$ cat src/rtl/id_ex_forward_stage.sv
// ---------------------------------------------------------------------------
// id_ex_forward_stage
//
// ID/EX pipeline register with operand-forwarding select generation and
// load-use hazard detection.
//
// Ports
//   clk, rst                     clock, asynchronous active-high reset
//   id_valid                     decode stage holds a valid instruction
//   id_rs1/id_rs2/id_rd          source/destination register indices
//   id_rd1/id_rd2/id_imm         register read data and sign-extended immediate
//   id_reg_write/id_mem_to_reg/id_use_imm   decode control bits
//   stall                        hold the stage contents
//   flush                        replace the stage contents with a bubble
//   ex_mem_rd/mem_wb_rd          destination indices of the later stages
//   ex_mem_reg_write/mem_wb_reg_write       write enables of the later stages
//   ex_valid/ex_reg_write/ex_mem_to_reg     registered control bits
//   ex_rd1/ex_rd2/ex_imm         registered operands
//   ex_rd                        registered destination index
//   ex_sel_a/ex_sel_b            operand mux selects
//                                (00 reg, 01 EX/MEM, 10 MEM/WB, 11 immediate)
//   load_use_hazard              request to stall decode
//   stall_count/flush_count      saturating event counters
// ---------------------------------------------------------------------------
module id_ex_forward_stage #(
    parameter int DATA_W = 16,
    parameter int REG_W  = 4
) (
    input  logic              clk,
    input  logic              rst,
    input  logic              id_valid,
    input  logic [REG_W-1:0]  id_rs1,
    input  logic [REG_W-1:0]  id_rs2,
    input  logic [REG_W-1:0]  id_rd,
    input  logic [DATA_W-1:0] id_rd1,
    input  logic [DATA_W-1:0] id_rd2,
    input  logic [DATA_W-1:0] id_imm,
    input  logic              id_reg_write,
    input  logic              id_mem_to_reg,
    input  logic              id_use_imm,
    input  logic              stall,
    input  logic              flush,
    input  logic [REG_W-1:0]  ex_mem_rd,
    input  logic [REG_W-1:0]  mem_wb_rd,
    input  logic              ex_mem_reg_write,
    input  logic              mem_wb_reg_write,
    output logic              ex_valid,
    output logic              ex_reg_write,
    output logic              ex_mem_to_reg,
    output logic [DATA_W-1:0] ex_rd1,
    output logic [DATA_W-1:0] ex_rd2,
    output logic [DATA_W-1:0] ex_imm,
    output logic [REG_W-1:0]  ex_rd,
    output logic [1:0]        ex_sel_a,
    output logic [1:0]        ex_sel_b,
    output logic              load_use_hazard,
    output logic [15:0]       stall_count,
    output logic [15:0]       flush_count
);

    logic              valid_q, valid_d;
    logic              reg_write_q, reg_write_d;
    logic              mem_to_reg_q, mem_to_reg_d;
    logic              use_imm_q, use_imm_d;
    logic [DATA_W-1:0] rd1_q, rd1_d;
    logic [DATA_W-1:0] rd2_q, rd2_d;
    logic [DATA_W-1:0] imm_q, imm_d;
    logic [REG_W-1:0]  rd_q, rd_d;
    logic [REG_W-1:0]  rs1_q, rs1_d;
    logic [REG_W-1:0]  rs2_q, rs2_d;
    logic [15:0]       stall_cnt_q, stall_cnt_d;
    logic [15:0]       flush_cnt_q, flush_cnt_d;

    logic capture;
    logic bubble;

    // Flush wins over stall; an invalid decode slot captured normally
    // turns into a bubble as well.
    assign capture = !flush && !stall;
    assign bubble  = flush || (capture && !id_valid);

    always_comb begin
        valid_d      = valid_q;
        reg_write_d  = reg_write_q;
        mem_to_reg_d = mem_to_reg_q;
        use_imm_d    = use_imm_q;
        rd1_d        = rd1_q;
        rd2_d        = rd2_q;
        imm_d        = imm_q;
        rd_d         = rd_q;
        rs1_d        = rs1_q;
        rs2_d        = rs2_q;
        if (bubble) begin
            // Source indices are left as they were; with valid cleared
            // they cannot influence the selects.
            valid_d      = 1'b0;
            reg_write_d  = 1'b0;
            mem_to_reg_d = 1'b0;
            use_imm_d    = 1'b0;
            rd1_d        = '0;
            rd2_d        = '0;
            imm_d        = '0;
            rd_d         = '0;
        end else if (capture) begin
            valid_d      = 1'b1;
            reg_write_d  = id_reg_write;
            mem_to_reg_d = id_mem_to_reg;
            use_imm_d    = id_use_imm;
            rd1_d        = id_rd1;
            rd2_d        = id_rd2;
            imm_d        = id_imm;
            rd_d         = id_rd;
            rs1_d        = id_rs1;
            rs2_d        = id_rs2;
        end
    end

    always_comb begin
        stall_cnt_d = stall_cnt_q;
        flush_cnt_d = flush_cnt_q;
        if (stall && !flush && (stall_cnt_q != 16'hFFFF)) begin
            stall_cnt_d = stall_cnt_q + 16'd1;
        end
        if (flush && (flush_cnt_q != 16'hFFFF)) begin
            flush_cnt_d = flush_cnt_q + 16'd1;
        end
    end

    always_ff @(posedge clk or posedge rst) begin
        if (rst) begin
            valid_q      <= 1'b0;
            reg_write_q  <= 1'b0;
            mem_to_reg_q <= 1'b0;
            use_imm_q    <= 1'b0;
            rd1_q        <= '0;
            rd2_q        <= '0;
            imm_q        <= '0;
            rd_q         <= '0;
            rs1_q        <= '0;
            rs2_q        <= '0;
            stall_cnt_q  <= '0;
            flush_cnt_q  <= '0;
        end else begin
            valid_q      <= valid_d;
            reg_write_q  <= reg_write_d;
            mem_to_reg_q <= mem_to_reg_d;
            use_imm_q    <= use_imm_d;
            rd1_q        <= rd1_d;
            rd2_q        <= rd2_d;
            imm_q        <= imm_d;
            rd_q         <= rd_d;
            rs1_q        <= rs1_d;
            rs2_q        <= rs2_d;
            stall_cnt_q  <= stall_cnt_d;
            flush_cnt_q  <= flush_cnt_d;
        end
    end

    // Per-operand forwarding select: EX/MEM has priority over MEM/WB and
    // register 0 is never forwarded.
    logic [REG_W-1:0] rs_q [2];
    logic [1:0]       fwd_sel [2];

    assign rs_q[0] = rs1_q;
    assign rs_q[1] = rs2_q;

    genvar gi;
    generate
        for (gi = 0; gi < 2; gi++) begin : g_fwd
            logic hit_ex_mem;
            logic hit_mem_wb;
            assign hit_ex_mem  = ex_mem_reg_write && (ex_mem_rd != '0) && (ex_mem_rd == rs_q[gi]);
            assign hit_mem_wb  = mem_wb_reg_write && (mem_wb_rd != '0) && (mem_wb_rd == rs_q[gi]);
            assign fwd_sel[gi] = hit_ex_mem ? 2'b01 :
                                 hit_mem_wb ? 2'b10 : 2'b00;
        end
    endgenerate

    assign ex_sel_a = !valid_q  ? 2'b00 : fwd_sel[0];
    assign ex_sel_b = !valid_q  ? 2'b00 :
                      use_imm_q ? 2'b11 : fwd_sel[1];

    // A load in EX whose destination is read by the instruction in ID.
    // rs2 is irrelevant when the ID instruction takes the immediate.
    assign load_use_hazard = valid_q && mem_to_reg_q && (rd_q != '0) && id_valid &&
                             ((rd_q == id_rs1) || ((rd_q == id_rs2) && !id_use_imm));

    assign ex_valid      = valid_q;
    assign ex_reg_write  = reg_write_q;
    assign ex_mem_to_reg = mem_to_reg_q;
    assign ex_rd1        = rd1_q;
    assign ex_rd2        = rd2_q;
    assign ex_imm        = imm_q;
    assign ex_rd         = rd_q;
    assign stall_count   = stall_cnt_q;
    assign flush_count   = flush_cnt_q;

endmodule
$ cat config.mk
export PLATFORM = sky130hd
export DESIGN_NAME = id_ex_forward_stage
export DESIGN_NICKNAME = d
export VERILOG_FILES = /design/src/rtl/id_ex_forward_stage.sv
export SDC_FILE = /design/constraint.sdc
export NUM_CORES = 1
export LEC_CHECK = 0
export BUFFER_PORTS_ARGS = -buffer_cell sky130_fd_sc_hd__clkbuf_2
export CAP_MARGIN = 20
export CORE_UTILIZATION = 52
export CTS_CLUSTER_DIAMETER = 30
export DETAILED_ROUTE_END_ITERATION = 8
export PLACE_DENSITY = 0.85
export SLEW_MARGIN = 20
export SYNTH_ARGS = -nofsm -noshare
export SYNTH_HDL_FRONTEND = slang
export SYNTH_SLANG_ARGS = --single-unit
$ cat constraint.sdc
create_clock -name clk -period 5.4 [get_ports clk]
set_input_delay 0.81 -clock clk [delete_from_list [all_inputs] [get_ports clk]]
set_output_delay 0.81 -clock clk [all_outputs]
set_load 0.005 [all_outputs]
==> PnR_summary.wiki <==
{| class="wikitable"
! Metric !! Value
|-
| Result of the run || completed
|-
| Proportion of power drawn by the clock network || 0.260
|-
| Crit. End Element || output port
|-
| Headroom to the max-slew limit || 0.504
|-
| Termination of the worst setup path || ex_sel_a[1]
|-
| Initial cell density of the core || 0.541
|-
| Clk slew on worst S/H paths || 90 ps
|-
| Flops & latches, synth || 96
|-
| Fill cell instance count of the final layout || 602
|-
| WL/cell || 16.0 um
|-
| Area share of the largest cell type after synthesis || 0.571
|-
| Largest family of logic cells by synthesized area || compound AO/OA/AOI/OAI gates
|-
| Std cell rows || 32
|-
| Arrival time at the worst endpoint || 2050 ps
|-
| Cells after synthesis || 340
|-
| Clock tree from TritonCTS || built
|-
| Proportion of power drawn by combinational gates || 0.183
|-
| Biggest area consumer among synthesized cells || sky130_fd_sc_hd__dfrtp_1
|-
| Final worst hold slack || 506 ps
|-
| Sinks on Clock Net || 96
|-
| Final clock skew || 8.54 ps
|-
| Drt drc || 0
|-
| Worst vdd rail ir drop || 0.000164 V
|-
| Cell internal pwr || 1.12 mW
|-
| Largest cells by area after synthesis || sky130_fd_sc_hd__dfrtp_1 57%, sky130_fd_sc_hd__a22o_1 11%, sky130_fd_sc_hd__xor2_1 5.4%
|-
| Number of hold buffers added after cts || 0
|-
| Source-to-sink clock delay at the later pin of the worst-skew pair || 340 ps
|-
| Die Footprint || 8450 sq um
|-
| Maximum number of pins on one net before global-route repair || 53
|-
| Number of setup violations in the final report || 0
|-
| Gpl congestion || 0.883
|-
| Clock buffer count from CTS || 9
|-
| Area Overhead vs Synth || 26.8%
|-
| First-pass GRT wire length || 15600 um
|-
| Antenna violations before repair || 0
|-
| Number of DRC markers in iteration 0 || 116
|-
| I/O Buffers || 169
|-
| Slack of the worst reg-to-reg path || 3420 ps
|-
| Min Clock Period, post-route || 2860 ps
|-
| Share of the synthesized area in compound gates (AO/OA/AOI/OAI) || 0.130
|-
| Final design instance area without fill || 5330 sq um
|-
| Post-synth EDFFs || 0
|-
| Proportion of synthesized area in mux cells || 0.0434
|-
| Fraction of the cycle the final worst path needs || 0.529
|-
| Adder and majority gate portion of the synthesized area || 0.00595
|-
| Antenna Nets Post-Route || 0
|-
| Critical path type || in2out
|-
| Max-cap violations || 0
|-
| RSZ-0062 raised after global routing || false
|-
| Worst setup slack after layout || 2540 ps
|-
| Total Neg Setup Slack || 0 ps
|-
| Detailed-route via count || 3338
|-
| Leak pwr || 2.81 nW
|-
| Worst flop-to-flop path startpoint || stall_count[0]$_DFFE_PP0P_
|-
| Post-layout net count || 588
|-
| Async set or reset register ratio after synthesis || 1.00
|-
| Pre-CTS worst setup slack || 2570 ps
|-
| Worst Path Max Fanout || 3
|-
| Detailed Routing Iterations Pass 1 || 4
|-
| Cell Area, Placed || 5160 sq um
|-
| Setup bufs post-CTS || 0
|-
| Yosys Warn Count || 0
|-
| Achievable clock frequency || 0.350 GHz
|-
| Final core utilization || 0.687
|-
| Synth Area per Inst || 12.4 sq um
|-
| Final-report hold violation count || 0
|-
| CP startpoint kind || input port
|-
| Via density per instance || 5.43
|-
| FF-to-FF path depth || 5
|-
| Number of global-route vias before repair || 3275
|-
| Data required time at the worst endpoint || 4590 ps
|-
| Final HPWL from detailed placement || 7330 um
|-
| Crit Reg-Reg Endpoint || stall_count[12]$_DFFE_PP0P_
|-
| H-tree lvl count || 3
|-
| Diode count || 0
|-
| Max Buffers Root-to-Sink || 2
|-
| Vertical die dimension || 91.9 um
|-
| Worst Max-Slew Pin Slew || 743 ps
|-
| Detailed-route wire length || 9820 um
|-
| Sequential-to-total area share from yosys stat || 0.571
|-
| Post-synthesis share of cell area spent on xor and xnor gates || 0.102
|-
| Switching Fraction || 0.300
|-
| Most instantiated flip-flop cell in the synthesis netlist || sky130_fd_sc_hd__dfrtp_1
|-
| Max Transition Viols Final || 0
|-
| Post-Synthesis Net Count || 420
|-
| Cell area after synthesis || 4210 sq um
|-
| Distinct cell type count of the synthesized netlist || 38
|-
| Proportion of power drawn by flip-flops and latches || 0.557
|-
| Core outline area || 7770 sq um
|-
| Io pins || 170
|-
| Clock root buffer master || sky130_fd_sc_hd__clkbuf_8
|-
| Power per standard cell area || 301 nW/um^2
|-
| Remaining Overflow, GRT || 0
|-
| Horiz. Die Dim || 91.9 um
|-
| Fraction of the mapped netlist area in simple logic gates || 0.129
|-
| Worst min path class || reg2reg
|-
| Beginning of the critical path || ex_mem_rd[0]
|-
| Gates resized, CTS repair || 0
|-
| Total global-route track usage || 0.238
|-
| Reported net switching power || 0.482 mW
|-
| Most frequent cells after synthesis || 96 x sky130_fd_sc_hd__dfrtp_1, 55 x sky130_fd_sc_hd__a22o_1, 26 x sky130_fd_sc_hd__xor2_1
|-
| Most numerous cell in the Yosys netlist || sky130_fd_sc_hd__dfrtp_1
|-
| Layout cell share with drive strength beyond 1 || 0.413
|}
[stage by stage]
stage / std cells / power, mW
5_1_grt: 615 / 1.69
3_5_place_dp: 599 / 1.20
2_1_floorplan: 340 / 1.05
4_1_cts: 615 / 1.62
6_report: 615 / 1.60
3_3_place_gp: 599 / 1.19
[critical path, cell delays in order]
cell and delay (ps):
sky130_fd_sc_hd__clkbuf_2 110, sky130_fd_sc_hd__o41ai_1 460, sky130_fd_sc_hd__nor2_1 110, sky130_fd_sc_hd__nor4_1 370, sky130_fd_sc_hd__clkbuf_2 190
[area by class of cell]
cell class / instances / area (sq um) / share of cell area
sequential: 96 / 2400 / 0.450
inverter: 3 / 12.5 / 0.00235
tap: 102 / 128 / 0.0239
multi-input combinational: 225 / 1740 / 0.327
clock inverter: 5 / 41.3 / 0.00774
clock buffer: 11 / 131 / 0.0246
timing repair buffer: 173 / 876 / 0.164
[power by group through the flow]
stage | sequential (mW) | clock [mW] | combinational [mW]
floorplan | 0.890 | 0 | 0.160
global placement | 0.901 | 0 | 0.287
detailed placement | 0.906 | 0 | 0.297
CTS | 0.892 | 0.427 | 0.299
global route | 0.906 | 0.459 | 0.328
finish | 0.894 | 0.417 | 0.293
[worst min path at each step]
stage,from,to,slack (ps),depth (start not counted)
2_1_floorplan,flush_count[5]$_DFFE_PP0P_,flush_count[5]$_DFFE_PP0P_,480,1
3_3_place_gp,flush_count[5]$_DFFE_PP0P_,flush_count[5]$_DFFE_PP0P_,480,1
3_5_place_dp,ex_rd2[14]$_DFFE_PP0P_,ex_rd2[14]$_DFFE_PP0P_,490,1
4_1_cts,ex_imm[7]$_DFFE_PP0P_,ex_imm[7]$_DFFE_PP0P_,510,1
5_1_grt,ex_rd2[9]$_DFFE_PP0P_,ex_rd2[9]$_DFFE_PP0P_,520,1
6_report,flush_count[5]$_DFFE_PP0P_,flush_count[5]$_DFFE_PP0P_,510,1
[layer usage]
metal / vias to the layer above / global-route usage / wire, um
li1: 1579 / - / -
met1: 1606 / 0.292 / 4090
met2: 134 / 0.412 / 4970
met3: 19 / 0.0448 / 560
met4: 0 / 0.0951 / 203
met5: - / 0 / 0
[logic make-up after synthesis]
logic type               Yosys count
adder cells (fa/ha/maj)            2
XOR/XNOR                          49
buffers and inverters             19
flip-flops                        96
AND/OR/NAND/NOR                   94
AO/OA/AOI/OAI                     64
multiplexers                      16
[cell usage in the layout (no fill, tap or decap), types with 2 or more instances in the layout]
cell	n
sky130_fd_sc_hd__nor3_1	14
sky130_fd_sc_hd__clkinv_4	2
sky130_fd_sc_hd__clkbuf_8	9
sky130_fd_sc_hd__nor2_1	10
sky130_fd_sc_hd__xor2_1	26
sky130_fd_sc_hd__dfrtp_1	96
sky130_fd_sc_hd__clkbuf_2	169
sky130_fd_sc_hd__and4_1	2
sky130_fd_sc_hd__clkinvlp_4	2
sky130_fd_sc_hd__mux2_2	14
sky130_fd_sc_hd__inv_1	2
sky130_fd_sc_hd__and3_1	8
sky130_fd_sc_hd__nand4_1	14
sky130_fd_sc_hd__clkbuf_1	2
sky130_fd_sc_hd__nand2_1	18
sky130_fd_sc_hd__nor2b_1	2
sky130_fd_sc_hd__nand3_1	7
sky130_fd_sc_hd__ha_1	2
sky130_fd_sc_hd__o31ai_1	2
sky130_fd_sc_hd__o41ai_1	2
sky130_fd_sc_hd__a22o_1	55
sky130_fd_sc_hd__nand2b_1	2
sky130_fd_sc_hd__nor4_1	5
sky130_fd_sc_hd__xnor2_1	23
sky130_fd_sc_hd__nor4_4	2
sky130_fd_sc_hd__buf_4	4
Note: power is estimated with default switching activity, not from simulation.
